--- config.mk ---
export PLATFORM = sky130hd
export DESIGN_NAME = fifo_drain_arbiter
export DESIGN_NICKNAME = d
export VERILOG_FILES = /design/src/rtl/fifo_drain_arbiter.sv
export SDC_FILE = /design/constraint.sdc
export NUM_CORES = 1
export LEC_CHECK = 0
export ABC_AREA = 1
export BUFFER_PORTS_ARGS = -buffer_cell sky130_fd_sc_hd__buf_2
export CAP_MARGIN = 20
export CORE_ASPECT_RATIO = 0.7
export CORE_MARGIN = 2
export CORE_UTILIZATION = 40
export DETAILED_ROUTE_END_ITERATION = 8
export PLACE_DENSITY = 0.79
export SETUP_SLACK_MARGIN = 0.15
export SLEW_MARGIN = 20
export SYNTH_ARGS = -nofsm -noshare
export SYNTH_HDL_FRONTEND = slang
export SYNTH_SLANG_ARGS = --single-unit
--- constraint.sdc ---
create_clock -name aclk -period 1.8 [get_ports aclk]
set_input_delay 0 -clock aclk [delete_from_list [all_inputs] [get_ports aclk]]
set_output_delay 0 -clock aclk [all_outputs]
set_load 0.02 [all_outputs]
--- src/rtl/fifo_drain_arbiter.sv ---
// fifo_drain_arbiter
//   Round-robin arbiter that shares one registered output stream (FIFO write
//   side / logger) among N_SRC stream sources. One source is granted at a time
//   for a burst of at most MAX_BURST beats, then arbitration rotates.
//
// Ports
//   aclk       clock, all logic on the rising edge
//   areset     synchronous active-high reset
//   s_valid    per-source data valid
//   s_data     per-source data, source i at [i*DATA_W +: DATA_W]
//   s_ready    per-source accept, at most one bit high
//   m_valid    output beat valid
//   m_data     output beat data
//   m_ready    downstream accept
//   grant_idx  index of the current or last grantee
//   busy       high while a burst is in progress
//   m_src      (ARB_TAG_EN only) source index of the beat on m_data
//
// Configuration macro: ARB_TAG_EN adds the m_src output and its register.

module fifo_drain_arbiter #(
  parameter int N_SRC     = 4,
  parameter int DATA_W    = 32,
  parameter int MAX_BURST = 8,
  parameter int IDX_W     = 2
) (
  input  logic                    aclk,
  input  logic                    areset,
  input  logic [N_SRC-1:0]        s_valid,
  input  logic [N_SRC*DATA_W-1:0] s_data,
  output logic [N_SRC-1:0]        s_ready,
  output logic                    m_valid,
  output logic [DATA_W-1:0]       m_data,
  input  logic                    m_ready,
  output logic [IDX_W-1:0]        grant_idx,
  output logic                    busy
`ifdef ARB_TAG_EN
  ,
  output logic [IDX_W-1:0]        m_src
`endif
);

  typedef enum logic {
    ST_IDLE,
    ST_BURST
  } state_t;

  state_t             r_state;
  state_t             w_stateNext;
  logic [IDX_W-1:0]   r_grantIdx;
  logic [IDX_W-1:0]   w_grantNext;
  logic [IDX_W-1:0]   w_rrPick;
  logic [7:0]         r_beatCnt;
  logic [7:0]         w_beatCntNext;
  logic               r_mValid;
  logic [DATA_W-1:0]  r_mData;
  logic               w_loadEn;
  logic               w_grantValid;
  logic               w_accept;
  logic [DATA_W-1:0]  w_grantData;
`ifdef ARB_TAG_EN
  logic [IDX_W-1:0]   r_mSrc;
`endif

  // The output register can take a new beat when it is empty or being drained.
  assign w_loadEn     = !r_mValid || m_ready;
  assign w_grantValid = s_valid[r_grantIdx];
  assign w_accept     = (r_state == ST_BURST) && w_loadEn && w_grantValid;
  assign w_grantData  = s_data[int'(r_grantIdx)*DATA_W +: DATA_W];

  // Round-robin search: first requester strictly after the last grantee,
  // wrapping modulo N_SRC, so the last grantee is considered last.
  always_comb begin
    logic             found;
    logic [IDX_W-1:0] cand;
    w_rrPick = r_grantIdx;
    found    = 1'b0;
    cand     = '0;
    for (int k = 1; k <= N_SRC; k++) begin
      cand = IDX_W'((int'(r_grantIdx) + k) % N_SRC);
      if (!found && s_valid[cand]) begin
        w_rrPick = cand;
        found    = 1'b1;
      end
    end
  end

  // Next-state logic: IDLE spends one cycle picking a grantee; BURST ends when
  // the grantee stops requesting or the beat budget is used up.
  always_comb begin
    w_stateNext   = r_state;
    w_grantNext   = r_grantIdx;
    w_beatCntNext = r_beatCnt;
    unique case (r_state)
      ST_IDLE: begin
        if (|s_valid) begin
          w_stateNext   = ST_BURST;
          w_grantNext   = w_rrPick;
          w_beatCntNext = '0;
        end
      end
      ST_BURST: begin
        if (!w_grantValid) begin
          w_stateNext = ST_IDLE;
        end else if (w_accept) begin
          w_beatCntNext = r_beatCnt + 8'd1;
          if (r_beatCnt == 8'(MAX_BURST - 1)) begin
            w_stateNext = ST_IDLE;
          end
        end
      end
      default: w_stateNext = ST_IDLE;
    endcase
  end

  // Only the grantee sees ready, and only when the output register can load.
  always_comb begin
    s_ready = '0;
    if ((r_state == ST_BURST) && w_loadEn) begin
      s_ready[r_grantIdx] = 1'b1;
    end
  end

  // Arbitration state registers.
  always_ff @(posedge aclk) begin
    if (areset) begin
      r_state    <= ST_IDLE;
      r_grantIdx <= IDX_W'(N_SRC - 1);
      r_beatCnt  <= '0;
    end else begin
      r_state    <= w_stateNext;
      r_grantIdx <= w_grantNext;
      r_beatCnt  <= w_beatCntNext;
    end
  end

  // One-entry output register; data is held while the downstream stalls.
  always_ff @(posedge aclk) begin
    if (areset) begin
      r_mValid <= 1'b0;
      r_mData  <= '0;
    end else if (w_loadEn) begin
      r_mValid <= w_accept;
      if (w_accept) begin
        r_mData <= w_grantData;
      end
    end
  end

`ifdef ARB_TAG_EN
  // Source tag travels alongside the data beat it describes.
  always_ff @(posedge aclk) begin
    if (areset) begin
      r_mSrc <= '0;
    end else if (w_accept) begin
      r_mSrc <= r_grantIdx;
    end
  end

  assign m_src = r_mSrc;
`endif

  assign m_valid   = r_mValid;
  assign m_data    = r_mData;
  assign grant_idx = r_grantIdx;
  assign busy      = (r_state == ST_BURST);

endmodule

# --- After elaboration in Yosys (flattened, before gate mapping) ---
# Index checks and enable logic that the tools add are counted.
op_classes:
  n_addsub: 5
  order_cmp: 6
  eq_ne: 4
  shifts: 1
  mux: 29
  n_bitwise: 1
  n_reduce_logical: 16
ops:
  columns: ["cell", "count"]
  rows:
  - ["indexed part select 128 x 8 -> 32 bit", 1]
  - ["two-way mux 8 bit", 3]
  - ["one-hot mux 8 bit (2 select lines)", 1]
  - ["less-than comparator 2 x 3 -> 1 bit (second input constant)", 5]
  - ["two-way mux 1 bit", 13]
  - ["binary-select mux 1 bit (select 2 bit)", 5]
  - ["adder 8 x 1 -> 8 bit (second input constant)", 1]
  - ["== test 8 x 3 -> 1 bit (second input constant)", 1]
  - ["two-way mux 2 bit", 4]
  - ["logical AND 1 bit", 6]
  - ["AND reduction 3 bit", 2]
  - ["adder 2 x 1 -> 2 bit (second input constant)", 2]
  - ["adder 2 bit (second input constant)", 2]
  - ["logical NOT 1 bit", 4]
  - ["two-way mux 4 bit", 1]
  - ["inequality test 2 x 1 -> 1 bit (second input constant)", 2]
  - ["nonzero test 4 bit", 1]
  - ["OR reduction 4 bit", 1]
  - ["demux 1 bit (select 2 bit)", 1]
  - [">= comparator 2 x 1 -> 1 bit (second input constant)", 1]
  - ["inequality test 2 bit (second input constant)", 1]
  - ["one-hot mux 1 bit (2 select lines)", 1]
  - ["AND reduction 2 bit", 1]
  - ["logical OR 1 bit", 1]
  - ["inverter 1 bit", 1]
word_totals:
  ff_bits: 44
  input_bits: 135
  output_inout_bits: 40
  wordCells: 67

# --- Depth between registers and ports, before layout ---
logic_depth:
  depth_word: 14
  depth_mapped: 14
  mapped_depth_nobuf: 11

# --- Worst setup path before layout ---
# No wires, ideal clock.
synth_timing:
  path_kind: "register -> register"
  startpoint: "register r_grantIdx[0] (netlist: grant_idx[0])"
  endpoint: "register r_grantIdx[1] (netlist: grant_idx[1])"
  t_arrival_ns: 1.901
  setup_slack_ns: -0.216
  path_stages_with_launch: 14
  period_less_slack_ns: 2.016
  path_cell_list: "dfxtp_1 -> buf_6 -> inv_8 -> buf_6 -> buf_2 -> ha_1 -> inv_1 -> nand3_1 -> nand2_1 -> nand3_1 -> nand2_1 -> inv_1 -> nand2_1 -> nand2_1"
synth_between:
  elab_chain_cells: 14
  word_cells_on_any_way: 27
  classes_between: "add/sub: 4; mux: 15; reduce/logical: 8"
synth_lines:
  columns: ["element", "line", "rtl"]
  rows:
  - ["start: declaration", "50", "logic [IDX_W-1:0] r_grantIdx;"]
  - ["start signal: assignment", "128", "r_grantIdx <= IDX_W'(N_SRC - 1);"]
  - ["start signal: assignment", "132", "r_grantIdx <= w_grantNext;"]
  - ["adder 2 x 1 -> 2 bit", "80", "cand = IDX_W'((int'(r_grantIdx) + k) % N_SRC);"]
  - ["binary-select mux 1 bit (select 2 bit)", "81", "if (!found && s_valid[cand]) begin"]
  - ["two-way mux 1 bit (implied by the code)", "81", null]
  - ["two-way mux 1 bit", "81", null]
  - ["logical NOT 1 bit", "81", null]
  - ["logical AND 1 bit", "81", null]
  - ["two-way mux 1 bit", "81", null]
  - ["logical NOT 1 bit", "81", null]
  - ["logical AND 1 bit", "81", null]
  - ["two-way mux 1 bit", "81", null]
  - ["logical NOT 1 bit", "81", null]
  - ["logical AND 1 bit", "81", null]
  - ["nonzero test 4 bit (no source line)", null, null]
  - ["AND reduction 3 bit (no source line)", null, null]
# Several ways; a longest one is shown, not always the timed one. The select of a mux whose other input is x is not followed.
# A chain may end at the register's enable or synchronous reset.

# --- Worst setup path in the final report ---
layout_timing:
  startpoint: "register r_grantIdx[0] (netlist: grant_idx[0])"
  endpoint: "output s_ready[2]"
layout_between:
  elab_chain_cells: 5
  word_cells_on_any_way: 6
  classes_between: "order compare: 2; mux: 3; reduce/logical: 1"
layout_lines:
  columns: ["element", "line", "rtl"]
  rows:
  - ["less-than comparator 2 x 3 -> 1 bit (implied by the code) / >= comparator 2 x 1 -> 1 bit (equally long branches)", "120", "s_ready[r_grantIdx] = 1'b1;"]
  - ["logical AND 1 bit (implied by the code)", "120", null]
  - ["two-way mux 1 bit (implied by the code)", "120", null]
  - ["demux 1 bit (select 2 bit) (*)", "120", null]
  - ["two-way mux 4 bit (*)", "119", "if ((r_state == ST_BURST) && w_loadEn) begin"]
  - ["end: declaration", "31", "output logic [N_SRC-1:0] s_ready,"]
# Mark *: on every way between the ends. The rest lies on a longest branch, timed or not.

==> results <==
- The analysis attributes to cell leakage a power of 1.94 nW.
- In this run the most critical hold path is launched from m_ready.
- The number of clock buffers added by TritonCTS is 5.
- In the final layout, the share of cells above drive strength 1 is 33.2%.
- The number of cells on the worst reg-to-reg path is 11.
- The fraction of met1 tracks used by global routing is 29.7%.
- Once the clock tree was built, the setup fixing pass inserted 0 buffers.
- The worst voltage drop across the vdd grid is 0.574 mV.
- The number of global-route vias before repair is 3484.
- After detailed placement, the total cell area comes to 0.00392 sq mm.
- The delay of the slowest critical-path stage is 390 ps.
- The minimum clock period is 1490 ps.
- The total number of clock tree sinks is 44.
- The boundary pin count is 175.
- The first-pass GRT wire length is 15800 um.
- Routability-driven placement finished with a final weighted congestion of 0.825.
- Setup repair after global routing could not meet its margin everywhere.
- The floorplan step set the die width to 107 um.
- The share of the clock period used by the worst path is 83.0%.
- The area of combinational cells with multiple inputs is 0.00183 sq mm.
- In this run the worst path has a maximum fanout of 21.
- The slowest stage of the critical path belongs to the cell sky130_fd_sc_hd__dfxtp_4.
- Hold is met by 69.4 ps.
- After floorplanning, the core was divided into 26 placement rows.
- The die is 76.4 um tall.
- Port buffering added 174 buffers.
- During synthesis, Yosys emitted a total of 0 warnings.
- In the final routed layout, each cell accounts on average for 13.1 um.
- The deepest level of the CTS H-tree is 2.
- The cell family with the largest share of critical-path delay is buffers and inverters.
- The cell type contributing the most total cell area after synthesis is sky130_fd_sc_hd__dfxtp_1.
- The count of pins over their slew limit is 0.
- The met3 track demand over resource in global routing is 4.88%.
- Summed over all layers, the routed wires come to 9700 um.
- The region available for standard cell placement spans 0.00729 sq mm.
- The sequential-to-total area share from yosys stat is 29.4%.
- The cell area after layout is 0.00402 sq mm.
- The tightest min-delay check is of the primary input to flop type.
- In the routed design, unresolved DRC markers number 0.
- The global routing stage identified its most utilized layer as met2.
- The netlist area before placement is 0.00299 sq mm.
- TritonCTS built the clock tree.
- The startpoint kind of the worst setup timing path is a flop.
- The vias per cell is 5.12.
- The hold violation count in the final report is 0.
- The sum of negative setup slack is 0 ps.
- In this run the worst setup path begins at grant_idx[0]$_SDFFE_PP1P_.
- Counting flops and latches in the post-synthesis netlist gives 44.
- The post-synthesis net count is 622.
- The die footprint is 0.00820 sq mm.
- For this run, the detailed router's first-pass iteration total came to 4.
- In this run the deepest clock path goes through 2 buffers.
- The number of antenna violations at the first check in global routing is 0.
- The effective utilization at floorplan is 41.1%.
- Leaving out fill and tap cells, the most frequent cell in the layout is sky130_fd_sc_hd__buf_2.
- For the worst-skew pair, the clock arrives at the later sink with an insertion delay of 300 ps.
- For this run the aggregate overflow at the end of global routing stands at 0.
- The share of synthesized area in the top cell type comes to 29.4%.
- The critical path data arrival time is 1490 ps.
- After synthesis, the mean cell area works out to 6.21 sq um.
- The capturing element of the worst setup path is s_ready[2].
- In this run the number of cells on the critical path is 6.
- The global routing usage summed across all routing layers is 23.1%.
- The number of inserted filler cells in the final layout is 727.
- The synthesis-to-finish area growth is 34.3%.
- The setup skew after layout is 9.65 ps.
- The setup check on the worst reg-to-reg path leaves a slack of 330 ps.
- Across the whole layout, storage elements account for 886 sq um.
- The endpoint of the worst-slack reg-to-reg timing path is grant_idx[1]$_SDFFE_PP1P_.
- For this block, the initial DRC count from the detailed router was 223.
- In the layout the commonest cells are 174 x sky130_fd_sc_hd__buf_2, 145 x sky130_fd_sc_hd__nor2_1, 87 x sky130_fd_sc_hd__o21ai_0.
- Detailed routing inserted a total of 3792 vias.
- STA puts the critical path data required time at 1800 ps.
- Setup violations remaining at the end of the flow were counted as 0.
- Power spread over the standard cell area amounts to 1290 mW/mm^2.
- The tool flagged a number of max-cap violations equal to 0.
- After the last flow step, the layout net total stands at 781.
- The estimated wirelength of the detail-placed design is 7290 um.
- The count of nets left with antenna violations once routing finished came out at 0.
- The worst slew margin relative to its limit is 72.5%.
- Clock-pin slew was measured on the worst setup and hold paths at 80 ps.
- The repair_antennas step left the layout with diodes totalling 0.
- Sorting the synthesized cells by area gives the leading types as sky130_fd_sc_hd__dfxtp_1 29%, sky130_fd_sc_hd__nor2_1 18%, sky130_fd_sc_hd__o21ai_0 15%, sky130_fd_sc_hd__o22ai_1 6.7%, sky130_fd_sc_hd__nand2_1 6.1%.
- The tree is rooted in a sky130_fd_sc_hd__clkbuf_8.
- Global routing used 40.3% of the available met2 tracks.
- The cell count after synthesis is 482.
- The launching point of the worst reg2reg path is grant_idx[0]$_SDFFE_PP1P_.
- At the pin with the least slew margin, the transition time is 412 ps.
- The number of different library cells used by synthesis comes to 31.
- The pin count of the biggest net entering global routing is 49.
- The critical path buffer and inverter count is 4.
- The flow ran to the end, and the final reports show no timing, DRC or antenna violations.
- The critical path start-end classification is flop to output port.
- STA classifies the critical path endpoint as an output port.
- The critical path goes through inv_8 -> buf_6 -> ha_1 -> inv_1 -> nor2_1 -> buf_2.
- The highest clock frequency the design can meet is 0.669 GHz.
-- synth_stat cells --
cell and n:
sky130_fd_sc_hd__xor2_1 1, sky130_fd_sc_hd__o21ai_0 87, sky130_fd_sc_hd__nor2_1 146, sky130_fd_sc_hd__o21ai_2 1
sky130_fd_sc_hd__nand3_1 20, sky130_fd_sc_hd__nor3_1 2, sky130_fd_sc_hd__a31oi_2 1, sky130_fd_sc_hd__a21oi_1 11
sky130_fd_sc_hd__o22ai_1 32, sky130_fd_sc_hd__nand4_4 1, sky130_fd_sc_hd__clkbuf_1 12, sky130_fd_sc_hd__buf_6 5
sky130_fd_sc_hd__nand2_1 49, sky130_fd_sc_hd__o21ai_1 10, sky130_fd_sc_hd__buf_4 2, sky130_fd_sc_hd__nand4_1 5
sky130_fd_sc_hd__buf_8 1, sky130_fd_sc_hd__dfxtp_1 44, sky130_fd_sc_hd__nand3_2 1, sky130_fd_sc_hd__buf_1 1
sky130_fd_sc_hd__inv_1 23, sky130_fd_sc_hd__o21bai_1 1, sky130_fd_sc_hd__ha_1 5, sky130_fd_sc_hd__inv_8 1
sky130_fd_sc_hd__clkbuf_2 2, sky130_fd_sc_hd__nand3_4 1, sky130_fd_sc_hd__nand2_2 3, sky130_fd_sc_hd__nand2_4 1
sky130_fd_sc_hd__inv_2 3, sky130_fd_sc_hd__buf_2 9, sky130_fd_sc_hd__buf_12 1
-- worst min path at each step --
stage / endpoint / cells past startpoint / slack [ps]
global placement: r_beatCnt[4]$_SDFFE_PP0P_ / 2 / 320
finish: busy$_SDFF_PP0_ / 4 / 70
floorplan: m_valid$_SDFFE_PP0N_ / 3 / 260
detailed placement: r_beatCnt[6]$_SDFFE_PP0P_ / 2 / 320
global route: m_data[20]$_SDFFE_PP0P_ / 5 / 110
CTS: busy$_SDFF_PP0_ / 4 / 80
-- state kept, by name, indices dropped and copies added, names as in the netlist --
signal and cells:
grant_idx 2, m_data 32, m_valid 1, busy 1, r_beatCnt 8
-- cell type report --
type / count / share of cell area [%]
clock inverters: 1 / 0.218
flip-flops and latches: 44 / 22.0
repair buffers: 185 / 24.5
well taps: 98 / 3.05
inverters: 27 / 2.83
clock buffers: 7 / 1.90
multi-input cells: 378 / 45.5
-- logic make-up after synthesis --
| group | after synthesis | share of synthesized area (%) |
|---|---|---|
| AOI/OAI and AO/OA | 143 | 25.7 |
| xor gates and xnor gates | 1 | 0.293 |
| adders and majority gates | 5 | 2.09 |
| buffers and inverters | 60 | 10.7 |
| DFF | 44 | 29.4 |
| and+or+nand+nor | 229 | 31.8 |
-- power breakdown --
group          switching (mW)  leakage (nW)  total (mW)  internal, mW
Sequential              0.157         0.360        1.37          1.21
Combinational            2.05          1.54        3.22          1.17
Clock                   0.336        0.0424       0.614         0.278
-- what timing repair did --
item,in CTS,in global routing
resized for setup,0,4
hold endpoints to repair,3,0
setup endpoints to repair,0,6
hold buffers,1,0
-- per-layer routing --
layer  up-vias  wire [um]
met5         -          0
met4         0         58
met3         7        672
met2       146       4480
met1      1714       4490
li1       1925          -
-- metrics by stage --
| step | worst slack (ps) | power, mW | instances | util [%] |
|---|---|---|---|---|
| 3_3_place_gp | 275 | 4.49 | 731 | 53.7 |
| 4_1_cts | 181 | 5.20 | 740 | 55.0 |
| 6_report | 306 | 5.20 | 740 | 55.2 |
| 2_1_floorplan | 103 | 3.80 | 482 | - |
| 5_1_grt | 131 | 5.67 | 740 | 55.2 |
| 3_5_place_dp | 227 | 4.59 | 731 | 53.7 |
-- worst min-delay path, cell delays in order --
cell	delay [ps]
sky130_fd_sc_hd__buf_2	90
sky130_fd_sc_hd__nor2_2	40
sky130_fd_sc_hd__o21bai_1	120
sky130_fd_sc_hd__a21oi_1	60
Note: power is estimated with default switching activity, not from simulation.
